[config.mk]
export PLATFORM = sky130hd
export DESIGN_NAME = decode_issue_ctrl
export DESIGN_NICKNAME = d
export VERILOG_FILES = /design/src/rtl/decode_issue_ctrl.sv
export SDC_FILE = /design/constraint.sdc
export NUM_CORES = 1
export LEC_CHECK = 0
export CORE_MARGIN = 1.5
export CORE_UTILIZATION = 28
export CTS_BUF_LIST = sky130_fd_sc_hd__clkbuf_16
export DETAILED_ROUTE_END_ITERATION = 10
export GPL_TIMING_DRIVEN = 0
export PLACE_DENSITY_LB_ADDON = 0.08
export SYNTH_ARGS = -nofsm -noshare
export SYNTH_HDL_FRONTEND = slang
export SYNTH_SLANG_ARGS = --single-unit
[constraint.sdc]
create_clock -name clk -period 10.1 [get_ports clk]
set_input_delay 2.02 -clock clk [delete_from_list [all_inputs] [get_ports clk]]
set_output_delay 2.02 -clock clk [all_outputs]
set_load 0.01 [all_outputs]
[src/rtl/decode_issue_ctrl.sv]
// Scoreboard issue controller for decode: per-register pending-write counters, RAW/saturation stall, HALT drain.
// Optional macro DECODE_ISSUE_BYPASS_EN: a source whose last pending write retires this cycle is not a hazard.
module decode_issue_ctrl #(
    parameter int CNT_W    = 2,
    parameter int NUM_REGS = 8
) (
    input  logic                clk,
    input  logic                rst,
    input  logic                id_valid,
    input  logic [2:0]          id_rs,
    input  logic                id_rs_used,
    input  logic [2:0]          id_rt,
    input  logic                id_rt_used,
    input  logic [2:0]          id_rd,
    input  logic                id_rd_write,
    input  logic                id_halt,
    input  logic                flush,
    input  logic                wb_valid,
    input  logic [2:0]          wb_rd,
    output logic                issue,
    output logic                stall,
    output logic                halted,
    output logic [NUM_REGS-1:0] busy_mask,
    output logic                err
);

    typedef enum logic [1:0] {RUN, DRAIN, HALTED} state_t;

    state_t             state;
    logic [CNT_W-1:0]   cnt      [NUM_REGS];
    logic [CNT_W-1:0]   cnt_next [NUM_REGS];
    logic [NUM_REGS-1:0] busy_next;
    logic               rs_bypass;
    logic               rt_bypass;
    logic               raw;
    logic               sat;
    logic               all_zero_next;
    logic               underflow;
    logic               inc;
    logic               dec;

    // A retiring write can only cover the hazard if it is the last one outstanding.
`ifdef DECODE_ISSUE_BYPASS_EN
    assign rs_bypass = wb_valid && (wb_rd == id_rs) && (cnt[id_rs] == CNT_W'(1));
    assign rt_bypass = wb_valid && (wb_rd == id_rt) && (cnt[id_rt] == CNT_W'(1));
`else
    assign rs_bypass = 1'b0;
    assign rt_bypass = 1'b0;
`endif

    assign raw = (id_rs_used && (cnt[id_rs] != '0) && !rs_bypass)
               | (id_rt_used && (cnt[id_rt] != '0) && !rt_bypass);
    assign sat = id_rd_write && (cnt[id_rd] == '1);

    assign issue     = (state == RUN) && id_valid && !flush && !raw && !sat;
    assign stall     = id_valid && !flush && !issue;
    assign underflow = wb_valid && (cnt[wb_rd] == '0);

    always_comb begin
        all_zero_next = 1'b1;
        busy_next     = '0;
        inc           = 1'b0;
        dec           = 1'b0;
        for (int r = 0; r < NUM_REGS; r++) begin
            cnt_next[r] = cnt[r];
            inc = issue && id_rd_write && (id_rd == 3'(r));
            dec = wb_valid && (wb_rd == 3'(r)) && (cnt[r] != '0);
            if (inc && !dec)
                cnt_next[r] = cnt[r] + CNT_W'(1);
            else if (dec && !inc)
                cnt_next[r] = cnt[r] - CNT_W'(1);
            busy_next[r] = (cnt_next[r] != '0);
            if (cnt_next[r] != '0)
                all_zero_next = 1'b0;
        end
    end

    always_ff @(posedge clk) begin
        if (rst) begin
            state     <= RUN;
            halted    <= 1'b0;
            err       <= 1'b0;
            busy_mask <= '0;
            for (int r = 0; r < NUM_REGS; r++)
                cnt[r] <= '0;
        end else begin
            for (int r = 0; r < NUM_REGS; r++)
                cnt[r] <= cnt_next[r];
            busy_mask <= busy_next;
            err       <= err | underflow;
            case (state)
                RUN: begin
                    // The halt itself issues; skip DRAIN when nothing is left outstanding.
                    if (issue && id_halt) begin
                        if (all_zero_next) begin
                            state  <= HALTED;
                            halted <= 1'b1;
                        end else begin
                            state  <= DRAIN;
                        end
                    end
                end
                DRAIN: begin
                    if (all_zero_next) begin
                        state  <= HALTED;
                        halted <= 1'b1;
                    end
                end
                HALTED: begin
                    halted <= 1'b1;
                end
                default: begin
                    state  <= RUN;
                    halted <= 1'b0;
                end
            endcase
        end
    end

endmodule
==> results_dict.tcl, run 1 <==
set metrics [dict create \
    internal-power_mw 0.236 \
    net-switching-power_mw 0.119 \
    final_nets 351 \
    cts_root_buf "clkbuf_16" \
    synth_area_leader_cell "dfxtp_1" \
    drt_iter0_drc 122 \
    p_clk_share_pct 26.2 \
    wl_mm 7.30 \
    critPathArrivalTime_ns 5.00 \
    layout_setup_ws_ns 3.08 \
    holdCritStartpoint "err" \
    finalSetupViolCount 0 \
    syn_to_final_growth_pct 22.4 \
    power.density_mw_per_mm2 129 \
    dr.pass1.iters 4 \
    yosysMostFrequentCell "nor2_1" \
    place.gp.congestion 0.806 \
    period_share_pct 69.5 \
    slew_viol_final 0 \
    die_area_mm2 0.00857 \
    worstSetupStartpointType "primary input" \
    yosys_warnings 0 \
    critPathTopFamily "buffers and inverters" \
    core_area_mm2 0.00773 \
    swShare_pct 33.5 \
    dpl_worst_slack_ns 3.09 \
    die_w_um 92.6 \
    grt-ovfl-total 0 \
    dp_hpwl_mm 5.80 \
    crit_start "id_valid" \
    hold_viol_final 0 \
    synth_cell_types 64 \
    pin_count 33 \
    path_class "primary input to output pin" \
    synth.area.top_cells "dfxtp_1 (25%), xnor2_1 (7.4%), nor3_1 (5.6%)" \
    cts_tree "yes" \
    die_h_um 92.6 \
    fmax_mhz 142 \
    p_seq_share_pct 36.9 \
    cts_resized 0 \
    drv_cap 0 \
    skew_ns 0.00256 \
    async_reset_ff_share_pct 0 \
    wl_per_cell_um 17.3 \
    critical_path.max_stage_delay_ns 0.58 \
    vias_per_cell 5.34 \
    syn_inst 287 \
    insertion_delay_ns 0.26 \
    setup-tns-final_ns 0 \
    worstPathCellList "clkdlybuf4s50_1, nand2b_4, or3_1, or3_1, clkbuf_2, or4_1, clkbuf_2, inv_1, clkdlybuf4s50_1" \
    synth_top_cell_area_share_pct 25.0 \
    synthTopCellsByCount "nor2_1 (31), dfxtp_1 (28), nor3_1 (25), inv_1 (21), xnor2_1 (19)" \
    hold_class "flop to flop" \
    crit_path_top_delay_cell "clkdlybuf4s50_1" \
    cp-end-kind "output pin" \
    antenna_found_initial 0 \
    syn_avg_cell_area_um2 7.83 \
    r2r-start "state[0]" \
    ir_drop_mv 0.0558 \
    via_count 2253 \
    port_buffers 30 \
    htreeDepth 1 \
    post_cts.repair.setup_buffers 0 \
    synth-edff-count 0 \
    p_comb_share_pct 36.9 \
    drc 0 \
    clock-sinks 28 \
    ant_nets 0 \
    grt_pass1_wl_mm 11.7 \
    syn_nets 316 \
    initial_core_util_pct 29.1 \
    crit_path_max_fanout 7 \
    grt_util_all_layers_pct 17.8 \
    rsz0062_at_grt "no" \
    grt_max_degree 15 \
    num_rows 32 \
    diodes 0 \
    slew-limit-headroom_pct 44.8 \
    status "finished, final reports clean" \
    worst_hold_slack_ns 0.481 \
    cts_made_buffers 3 \
    filler_cell_count 823 \
    p_leak_nw 0.922 \
    seq_area_frac_synth_pct 25.0 \
    syn_area_mm2 0.00225 \
    clk_pin_slew_worst_paths_ns 0.07 \
    final_core_util_pct 35.6 \
    cts_buffer_depth 2 \
    synthFlopType "dfxtp_1" \
    power.total_mw 0.356 \
    finalCriticalPeriod_ns 7.02 \
    ys_ff_latch 28 \
    grt_pass1_vias 2151 \
    drive_above_1_share_pct 8.44 \
    critPathRequiredTime_ns 8.08 \
    worstMarginPinSlew_ns 0.821 \
    hold_buffers 0 \
    path_buf_inv 5 \
]
[path summary, 6_finish.rpt]
| kind | to | slack (ns) | cells after the start |
|---|---|---|---|
| max | issue | 3.08 | 9 |
| min | err | 0.48 | 2 |
| max reg2reg | state[0] | 6.84 | 10 |
| min reg2reg | err | 0.48 | 2 |
[logic make-up after synthesis]
| family | after synthesis | share of synthesized area (%) |
|---|---|---|
| fa+ha+maj | 8 | 4.46 |
| xor+xnor | 21 | 8.19 |
| mux | 2 | 1.45 |
| compound gates | 55 | 19.1 |
| simple gates | 143 | 35.4 |
| buf+inv | 30 | 6.52 |
| flops | 28 | 25.0 |
[layout by cell type, fill, tap and decap left out, types with 4 or more instances in the layout]
cell / netlist / final
nor4b_1: 6 / 6
nand2_1: 16 / 16
ha_1: 8 / 8
or2_2: 4 / 4
clkdlybuf4s50_1: 0 / 30
nor4_1: 11 / 11
nand3_1: 6 / 6
and3_1: 4 / 4
xnor2_1: 19 / 19
nor3_1: 25 / 25
a21oi_1: 11 / 11
nand2b_1: 6 / 6
dfxtp_1: 28 / 28
o21ai_0: 9 / 9
nand4_1: 10 / 10
nor2_1: 31 / 31
inv_1: 21 / 21
nor3b_1: 4 / 4
[worst reg2reg max path, stage by stage (launching register included)]
cell and delay, ns:
dfxtp_1 0.32, or3_1 0.42, or3_1 0.38, clkbuf_2 0.17, or4_1 0.54, clkbuf_2 0.18
nor3_1 0.34, nand2_1 0.15, a2111oi_4 0.38, nand2_1 0.09, o21a_1 0.19
[power groups by stage]
stage                     sequential, mW  clock (mW)  combinational [mW]
after floorplan                    0.133           0              0.0830
after global placement             0.134           0               0.130
after detailed placement           0.134           0               0.131
after CTS                          0.131      0.0974               0.132
after global routing               0.134       0.102               0.146
final                              0.131      0.0930               0.131
[per-layer routing]
| layer | track usage (%) | part of all wire [%] | vias up | routed length (um) |
|---|---|---|---|---|
| met1 | 25.5 | 51 | 1068 | 3710 |
| met3 | 2.71 | 4.7 | 2 | 342 |
| li1 | - | - | 1129 | - |
| met5 | 0 | 0 | - | 0 |
| met2 | 28.5 | 44 | 54 | 3200 |
| met4 | 3.08 | 0.56 | 0 | 41 |
[sequential cells by signal, indices dropped and copies added (netlist names)]
name       cells
busy_mask      8
cnt           16
err            1
halted         1
state          2
[stage by stage]
stage | instances | instance area (um2)
floorplan | 287 | 2250
global placement | 419 | 2670
detailed placement | 419 | 2670
CTS | 422 | 2750
global route | 422 | 2750
finish | 422 | 2750
[area by class of cell]
cell class                 count  area, um2  area share, %
tap                          102        128           4.64
buffer                         9       67.6           2.46
multi-input combinational    229       1540           56.0
timing repair buffer          30        300           10.9
inverter                      21       78.8           2.87
sequential                    28        561           20.4
clock buffer                   3       75.1           2.73
No activity file was read; power rests on OpenSTA's default activity.
==> inputs of run 2 (changes only) <==
clock period = 6.02 ns   (was 10.1 ns; I/O delays follow)
==> results of run 2 <==
Same layout as run 1 (identical final DEF). Status: finished, final reports clean.
Among the figures that moved: setup slack after placement 3.09 ns -> 0.642 ns; setup slack after layout 3.08 ns -> 0.630 ns; register-to-register setup slack 6.84 ns -> 2.76 ns; total power 0.356 mW -> 0.597 mW; worst IR drop on VDD 0.0558 mV -> 0.0936 mV
